$ cat src/rtl/prim_fifo_pkg.sv
// Shared types and helpers for the watermark sync FIFO: width derivation,
// wrap-aware pointer comparisons and the error-cause encoding.
package prim_fifo_pkg;

  // Widest pointer value the helpers handle (depths up to 2**16 entries).
  localparam int PtrMaxW = 16;

  typedef logic [PtrMaxW:0] pdepth_t;

  // Pointer view: value (zero-extended to PtrMaxW) plus the wrap bit.
  typedef struct packed {
    logic                wrap;
    logic [PtrMaxW-1:0]  value;
  } ptr_t;

  typedef enum logic [1:0] {
    FifoErrNone    = 2'd0,
    FifoErrPtr     = 2'd1,
    FifoErrDropSat = 2'd2
  } fifo_err_e;

  // Bits needed to encode 0..value-1 (at least one bit).
  function automatic int vbits(int value);
    return (value <= 1) ? 1 : $clog2(value);
  endfunction

  function automatic int depth_w(int depth);
    return vbits(depth + 1);
  endfunction

  function automatic int ptrv_w(int depth);
    return vbits(depth);
  endfunction

  function automatic logic ptr_empty(ptr_t w, ptr_t r);
    return w == r;
  endfunction

  function automatic logic ptr_full(ptr_t w, ptr_t r);
    return (w.value == r.value) && (w.wrap != r.wrap);
  endfunction

  // Occupancy from two wrap-aware pointers over a ring of 'depth' entries.
  function automatic pdepth_t ptr_depth(ptr_t w, ptr_t r, int depth);
    pdepth_t d_full;
    pdepth_t w_ext;
    pdepth_t r_ext;
    d_full = pdepth_t'(depth);
    w_ext  = {1'b0, w.value};
    r_ext  = {1'b0, r.value};
    if (ptr_full(w, r)) begin
      return d_full;
    end else if (w.wrap == r.wrap) begin
      return w_ext - r_ext;
    end else begin
      return d_full - r_ext + w_ext;
    end
  endfunction

endpackage

$ cat src/rtl/prim_fifo_sync_wm_ptr.sv
// One wrap-aware FIFO pointer: counts 0..Depth-1 and toggles the wrap bit
// each time it rolls over, so full and empty can be told apart.
module prim_fifo_sync_wm_ptr
  import prim_fifo_pkg::*;
#(
  parameter int Depth = 8,
  localparam int PtrVW = ptrv_w(Depth)
) (
  input  logic             clk_i,
  input  logic             rst_ni,
  input  logic             clr_i,
  input  logic             incr_i,
  output logic [PtrVW-1:0] value_o,
  output logic             wrap_o
);

  logic [PtrVW-1:0] value_d, value_q;
  logic             wrap_d, wrap_q;

  // Next pointer: flush wins, otherwise advance with rollover at Depth-1.
  always_comb begin
    // NOTE: every combinational output gets a default first so no path leaves it unassigned (no latch).
    value_d = value_q;
    wrap_d  = wrap_q;
    if (clr_i) begin
      value_d = '0;
      wrap_d  = 1'b0;
    end else if (incr_i) begin
      if (value_q == PtrVW'(Depth - 1)) begin
        value_d = '0;
        wrap_d  = ~wrap_q;
      end else begin
        value_d = value_q + PtrVW'(1);
      end
    end
  end

  // Pointer state with synchronous active-low reset.
  always_ff @(posedge clk_i) begin
    // NOTE: state is updated with non-blocking assignments so all flops sample pre-edge values.
    if (!rst_ni) begin
      value_q <= '0;
      wrap_q  <= 1'b0;
    end else begin
      value_q <= value_d;
      wrap_q  <= wrap_d;
    end
  end

  assign value_o = value_q;
  assign wrap_o  = wrap_q;

endmodule

$ cat src/rtl/prim_fifo_sync_wm.sv
// Synchronous FIFO with runtime watermarks, optional drop-on-full with a
// saturating drop counter, optional pass-through and sticky error flag.
module prim_fifo_sync_wm
  import prim_fifo_pkg::*;
#(
  parameter int Width             = 16,
  parameter int Depth             = 8,
  parameter bit Pass              = 1'b1,
  parameter bit OutputZeroIfEmpty = 1'b1,
  parameter bit DropOnFull        = 1'b0,
  parameter int CntW              = 8,
  localparam int DepthW           = depth_w(Depth)
) (
  input  logic              clk_i,
  input  logic              rst_ni,
  input  logic              clr_i,
  input  logic              wvalid_i,
  output logic              wready_o,
  input  logic [Width-1:0]  wdata_i,
  output logic              rvalid_o,
  input  logic              rready_i,
  output logic [Width-1:0]  rdata_o,
  input  logic [DepthW-1:0] af_th_i,
  input  logic [DepthW-1:0] ae_th_i,
  output logic              full_o,
  output logic [DepthW-1:0] depth_o,
  output logic              almost_full_o,
  output logic              almost_empty_o,
  output logic [CntW-1:0]   drop_cnt_o,
  output logic              err_o
);

  localparam int PtrVW = ptrv_w(Depth);

  logic [PtrVW-1:0] wr_value, rd_value;
  logic             wr_wrap, rd_wrap;
  ptr_t             wr_ptr, rd_ptr;
  logic             full, empty, wr_en, rd_en, drop;
  logic [DepthW-1:0] depth;
  logic [Width-1:0] mem_q [Depth];
  logic [CntW-1:0]  drop_cnt_d, drop_cnt_q;
  logic             err_d, err_q;
  fifo_err_e        err_cause;

  prim_fifo_sync_wm_ptr #(.Depth(Depth)) u_wr_ptr (
    .clk_i   (clk_i),
    .rst_ni  (rst_ni),
    .clr_i   (clr_i),
    .incr_i  (wr_en),
    .value_o (wr_value),
    .wrap_o  (wr_wrap)
  );

  prim_fifo_sync_wm_ptr #(.Depth(Depth)) u_rd_ptr (
    .clk_i   (clk_i),
    .rst_ni  (rst_ni),
    .clr_i   (clr_i),
    .incr_i  (rd_en),
    .value_o (rd_value),
    .wrap_o  (rd_wrap)
  );

  assign wr_ptr = '{wrap: wr_wrap, value: PtrMaxW'(wr_value)};
  assign rd_ptr = '{wrap: rd_wrap, value: PtrMaxW'(rd_value)};
  assign full   = ptr_full(wr_ptr, rd_ptr);
  assign empty  = ptr_empty(wr_ptr, rd_ptr);
  assign depth  = DepthW'(ptr_depth(wr_ptr, rd_ptr, Depth));

  // Handshakes are held off while reset is asserted; clr_i does not gate them.
  assign wready_o = rst_ni & (DropOnFull | ~full);
  assign rvalid_o = rst_ni & (~empty | (Pass & wvalid_i));

  // A full FIFO never stores, even in drop mode where wready_o stays high.
  assign wr_en = wvalid_i & wready_o & ~full & ~clr_i;
  assign rd_en = rvalid_o & rready_i & ~clr_i;
  assign drop  = DropOnFull & wvalid_i & full & ~clr_i;

  // Storage array, written on an accepted write.
  always_ff @(posedge clk_i) begin
    // NOTE: the data array has no reset; it is never observed while empty, and resetting it only costs area.
    if (wr_en) begin
      mem_q[wr_value] <= wdata_i;
    end
  end

  // Read data: head entry, pass-through when empty, zeroed when invalid.
  always_comb begin
    rdata_o = mem_q[rd_value];
    if (Pass && empty) begin
      rdata_o = wdata_i;
    end
    if (OutputZeroIfEmpty && !rvalid_o) begin
      rdata_o = '0;
    end
  end

  // Drop counter saturation and sticky error detection.
  always_comb begin
    drop_cnt_d = drop_cnt_q;
    err_cause  = FifoErrNone;
    if (drop && (drop_cnt_q != '1)) begin
      drop_cnt_d = drop_cnt_q + CntW'(1);
    end
    if ((int'(wr_value) >= Depth) || (int'(rd_value) >= Depth) || (int'(depth) > Depth)) begin
      err_cause = FifoErrPtr;
    end else if (DropOnFull && (drop_cnt_d == '1)) begin
      err_cause = FifoErrDropSat;
    end
    err_d = err_q | (err_cause != FifoErrNone);
    if (clr_i) begin
      drop_cnt_d = '0;
      err_d      = 1'b0;
    end
  end

  // Drop counter and error flag registers.
  always_ff @(posedge clk_i) begin
    if (!rst_ni) begin
      drop_cnt_q <= '0;
      err_q      <= 1'b0;
    end else begin
      drop_cnt_q <= drop_cnt_d;
      err_q      <= err_d;
    end
  end

  assign full_o         = full;
  assign depth_o        = depth;
  assign almost_full_o  = (depth >= af_th_i);
  assign almost_empty_o = (depth <= ae_th_i);
  assign drop_cnt_o     = DropOnFull ? drop_cnt_q : '0;
  assign err_o          = err_q;

  a_depth_bound: assert property (@(posedge clk_i) disable iff (!rst_ni)
    int'(depth_o) <= Depth);
  a_rdata_known: assert property (@(posedge clk_i) disable iff (!rst_ni)
    rvalid_o |-> !$isunknown(rdata_o));
  a_no_wr_unready: assert property (@(posedge clk_i) disable iff (!rst_ni)
    !wready_o |-> !wr_en);

endmodule

$ cat config.mk
export PLATFORM = sky130hd
export DESIGN_NAME = prim_fifo_sync_wm
export DESIGN_NICKNAME = d
export VERILOG_FILES = /design/src/rtl/prim_fifo_pkg.sv /design/src/rtl/prim_fifo_sync_wm_ptr.sv /design/src/rtl/prim_fifo_sync_wm.sv
export SDC_FILE = /design/constraint.sdc
export NUM_CORES = 1
export LEC_CHECK = 0
export CELL_PAD_IN_SITES_DETAIL_PLACEMENT = 1
export CELL_PAD_IN_SITES_GLOBAL_PLACEMENT = 1
export CORE_AREA = 2 2 114 116
export DETAILED_ROUTE_END_ITERATION = 10
export DIE_AREA = 0 0 116 118
export GPL_TIMING_DRIVEN = 0
export MAX_ROUTING_LAYER = met4
export PLACE_DENSITY = 0.87
export SETUP_SLACK_MARGIN = 0.1
export SLEW_MARGIN = 40
export SYNTH_ARGS = -nofsm -noshare
export SYNTH_HDL_FRONTEND = slang
export SYNTH_SLANG_ARGS = --single-unit
export TNS_END_PERCENT = 10
$ cat constraint.sdc
create_clock -name clk_i -period 3.99 [get_ports clk_i]
set_input_delay 1.197 -clock clk_i [delete_from_list [all_inputs] [get_ports clk_i]]
set_output_delay 1.197 -clock clk_i [all_outputs]
set_load 0.05 [all_outputs]
==> results by stage <==
Power and ir drop:
- For this design the static power due to leakage is 0.002649 uW.
- The power per cell area is roughly 460 mW/mm2.
- The design draws 3545 uW.
- The highest ir drop seen on vdd is between 0.3 and 0.4 mV.

Worst setup path:
- In this run the worst path has a maximum fanout of 4.
- For this run, the slowest stage of the critical path takes 570 ps.
- On the critical path, the stage with the largest delay is an instance of sky130_fd_sc_hd__fa_1.
- In this run the worst setup path begins at u_rd_ptr.value_o[0]$_SDFFE_PP0P_.
- The critical path required time is about 2800 ps.
- The signal on the critical path passes through ha_4 -> inv_1 -> fa_1 -> nor2b_4 -> ha_1 -> nor2b_1 -> o21a_1 -> o21a_1 -> o21ai_2 -> buf_6.
- In this run the critical register-to-register path is launched from u_wr_ptr.value_o[2]$_SDFFE_PP0P_.
- The endpoint type of the worst setup path is an output port.
- The setup path with the least slack is of type flop to output port.
- For the worst setup path, the data arrival time is ~2900 ps.
- The kind of launch point of the worst setup path is a flop.
- The most numerous cell on the critical path is sky130_fd_sc_hd__o21a_1.

Timing:
- After routing, the total negative slack on setup checks comes to -64.70 ps.
- The final critical-path share of the clock period is 101.6%.
- For the pin with the worst max-slew slack, the measured transition is approximately 800 ps.
- The post-route clock skew is 10.76 ps.
- The final number of setup-violating endpoints is 1.
- The hold violation total from the final report is 0.
- The least setup slack across all paths after layout is -64.70 ps.
- The highest clock frequency the design can meet is between 200 and 250 MHz.
- Headroom to the max-slew limit came out at 46.73%.
- The number of slew-limit violations in the final report is 0.
- The final critical path time including I/O delays and setup is ~4100 ps.
- Setup repair after global routing could not meet its margin everywhere.

Finish:
- The library cells used most frequently in the layout, excluding fill and tap cells, are 128 x sky130_fd_sc_hd__edfxtp_1, 32 x sky130_fd_sc_hd__mux4_2, 29 x sky130_fd_sc_hd__clkdlybuf4s50_1.
- Cells fill between 60% and 70% of the core in the end.
- At the end of the flow, the number of nets in the layout was 484.
- The library cell used most frequently in the layout, excluding fill and tap cells, is sky130_fd_sc_hd__edfxtp_1.
- The finished cells cover ~0.0076 mm2.
- The area growth from synthesis to final layout is 29.63%.
- The post-route netlist has between 30% and 40% of its cells at a drive strength greater than 1.
- 0 antenna diodes ended up in the layout.

Global route:
- The overall overflow remaining after global route is 0.
- The first-pass GRT wire length is 24390 um.
- The number of global-route vias before repair came to between 3000 and 4000.
- The initial antenna violation count is 0.
- The pin count of the biggest net entering global routing is 17.
- Global routing consumed, over all layers together, between 20% and 30% of the routing resources.

Die:
- The chip height is about 120 um.
- Measured along the x axis, the die boundary spans 116 um.
- The floorplan die area is between 0.01 and 0.015 mm2.
- The placeable core region is between 0.01 and 0.015 mm2.
- 63 I/O pins were placed.
- In this run the core area contains 41 standard-cell rows.
- The initial cell density of the core is roughly 48%.

Synthesis:
- The synthesized netlist devotes 6.066% of its cell area to compound gates.
- In the synthesized netlist, the number of instances is 343.
- After synthesis, the netlist uses just over 40 different library cells.
- The flip-flop and latch count after synthesis is 140.
- In this run, synthesis inferred 128 flip-flops with an integrated enable.
- After Yosys synthesis, full adders, half adders and majority gates account for approximately 3.5% of the synthesized area.
- The basic-gate share of the synthesized area counting and, or, nand and nor cells is 4.539%.
- Summing the sequential cell areas from Yosys gives about 70% of the chip area.
- Summing every instance area after synthesis gives 0.005899 mm2.
- The mean cell area of the mapped netlist is between 15 and 20 um2.
- In the synthesized netlist the dominant register cell turns out to be sky130_fd_sc_hd__edfxtp_1.
- The XOR/XNOR share of the synthesized area is 0.8696%.
- The post-synthesis mux area share is between 10% and 20%.
- The total of warnings raised by yosys is 0.
- The main combinational cell family by area after synthesis is multiplexers.
- The async set-or-reset flop fraction in the synthesized netlist is 0%.

Detailed routing:
- After detailed routing, the total wire length is between 15000 and 20000 um.
- The total via count after detailed routing is roughly 3700.
- The final routed DRC violation total is 0.
- The number of nets still failing antenna checks after routing is 0.
- The first detailed-routing pass ran for 5 iterations.
- The average vias per placed instance is 5.926.
- In this run, the number of DRC markers left after iteration 0 of detailed routing was between 300 and 400.
- In the final routed layout, each cell accounts on average for approximately 27 um.

Clocking:
- The clock transition at the registers of the reported paths is 60 ps.
- The clock tree from TritonCTS is done.
- The number of clock sinks seen by CTS is 140.
- The number of H-tree levels is 4.
- No sink is reached through more buffers than the 2 on the longest clock path.
- Clock latency on the worst-skew pair, taken at its later pin, is 430 ps.
- The count of hold buffers inserted by post-cts repair is 0.
- The total clock buffers created by CTS is 17.
- The buffer cell driving the clock tree root is sky130_fd_sc_hd__clkbuf_16.

Min path:
- In this run the most critical hold path is launched from err_o$_SDFF_PP0_.
- The path class of the tightest hold or removal check is flop to flop.

Outcome:
- The checks that failed: negative setup slack.
- The flow ran to the end, but the final reports show violations.

Flow run:
- The number of violations of the max-capacitance limit is 0.

Placed design:
- Routability-driven placement finished with a final weighted congestion of 0.7708.
- The wire-length estimate of the detail-placed layout is about 10000 um.
- The cell area after placement is 0.006835 mm2.
- Buffers placed on the I/O ports in this run total 54.
## path summary, 6_finish.rpt
| kind | endpoint | cells past startpoint | slack (ps) |
|---|---|---|---|
| setup / recovery | almost_empty_o | 10 | -60 |
| hold / removal | err_o$_SDFF_PP0_ | 1 | 540 |
| setup reg to reg | mem_q[0][6]$_DFFE_PP_ | 8 | 600 |
| hold reg to reg | err_o$_SDFF_PP0_ | 1 | 540 |
## critical path, delay by kind of cell (launching register included)
| kind | cells | cell delay (ps) |
|---|---|---|
| DFF | 1 | 410 |
| and+or+nand+nor | 2 | 320 |
| buffers and inverters | 2 | 240 |
| adders and majority gates | 3 | 980 |
| AOI/OAI and AO/OA | 3 | 480 |
## registers in the layout, indices dropped and copies added, names as in the netlist, named ones only
signal / count
u_rd_ptr.value_o: 3
mem_q: 128
u_wr_ptr.value_o: 3
err_o: 1
u_wr_ptr.wrap_o: 1
u_rd_ptr.wrap_o: 1
## power breakdown
part / internal [uW] / leakage [uW] / switching, uW
Sequential: 1610 / 0.00125 / 4.93
Clock: 977 / 0.000275 / 610
Combinational: 125 / 0.00112 / 220
Total: 2710 / 0.00265 / 835
## synthesized netlist by cell type (4+ instances only)
cell	number	area, um2
sky130_fd_sc_hd__edfxtp_1	128	3844
sky130_fd_sc_hd__mux4_2	32	720.7
sky130_fd_sc_hd__nand2_1	24	90.09
sky130_fd_sc_hd__a211oi_1	16	120.1
sky130_fd_sc_hd__nor2_1	16	60.06
sky130_fd_sc_hd__o22ai_1	16	100.1
sky130_fd_sc_hd__ha_1	15	187.7
sky130_fd_sc_hd__inv_1	13	48.80
sky130_fd_sc_hd__dfxtp_1	12	240.2
sky130_fd_sc_hd__buf_4	9	67.56
sky130_fd_sc_hd__clkbuf_1	6	22.52
sky130_fd_sc_hd__a21oi_1	5	25.02
sky130_fd_sc_hd__buf_2	5	25.02
sky130_fd_sc_hd__or3_1	4	25.02
## per-stage QoR
stage / hold slack (ps) / cells / worst slack [ps]
after global placement: 488.0 / 576 / -1136
after CTS: 520.1 / 616 / -54.41
after floorplan: 462.6 / 350 / -234.8
after global routing: 559.1 / 624 / -134.7
after detailed placement: 510.3 / 582 / -1280
final: 537.3 / 624 / -64.70
## layer usage
| metal | track usage, % | routed length, um |
|---|---|---|
| met1 | 32.26 | 6279 |
| met2 | 42.07 | 8952 |
| met3 | 6.437 | 1005 |
| met4 | 9.747 | 447 |
| met5 | - | 0 |
## kinds of logic after synthesis
kind of cell               Yosys count
AOI/OAI and AO/OA                   52
muxes                               35
other                                1
DFF                                140
buffers and inverters               36
xor gates and xnor gates             5
adders and majority gates           16
and+or+nand+nor                     58
## final cells by class
| cell class | instances | area, um2 |
|---|---|---|
| clock buffer | 20 | 436.7 |
| sequential | 140 | 4089 |
| tap | 172 | 215.2 |
| fill | 1122 | 4767 |
| inverter | 14 | 56.30 |
| clock inverter | 12 | 147.6 |
| timing repair buffer | 70 | 665.6 |
| multi-input combinational | 174 | 1859 |
| buffer | 22 | 177.7 |
## repair_timing
action,in CTS,in global routing
pin swaps,3,6
setup endpoints to repair,24,17
setup buffers,2,8
gates resized for setup,173,17
Power figures use the tool's default switching activity.
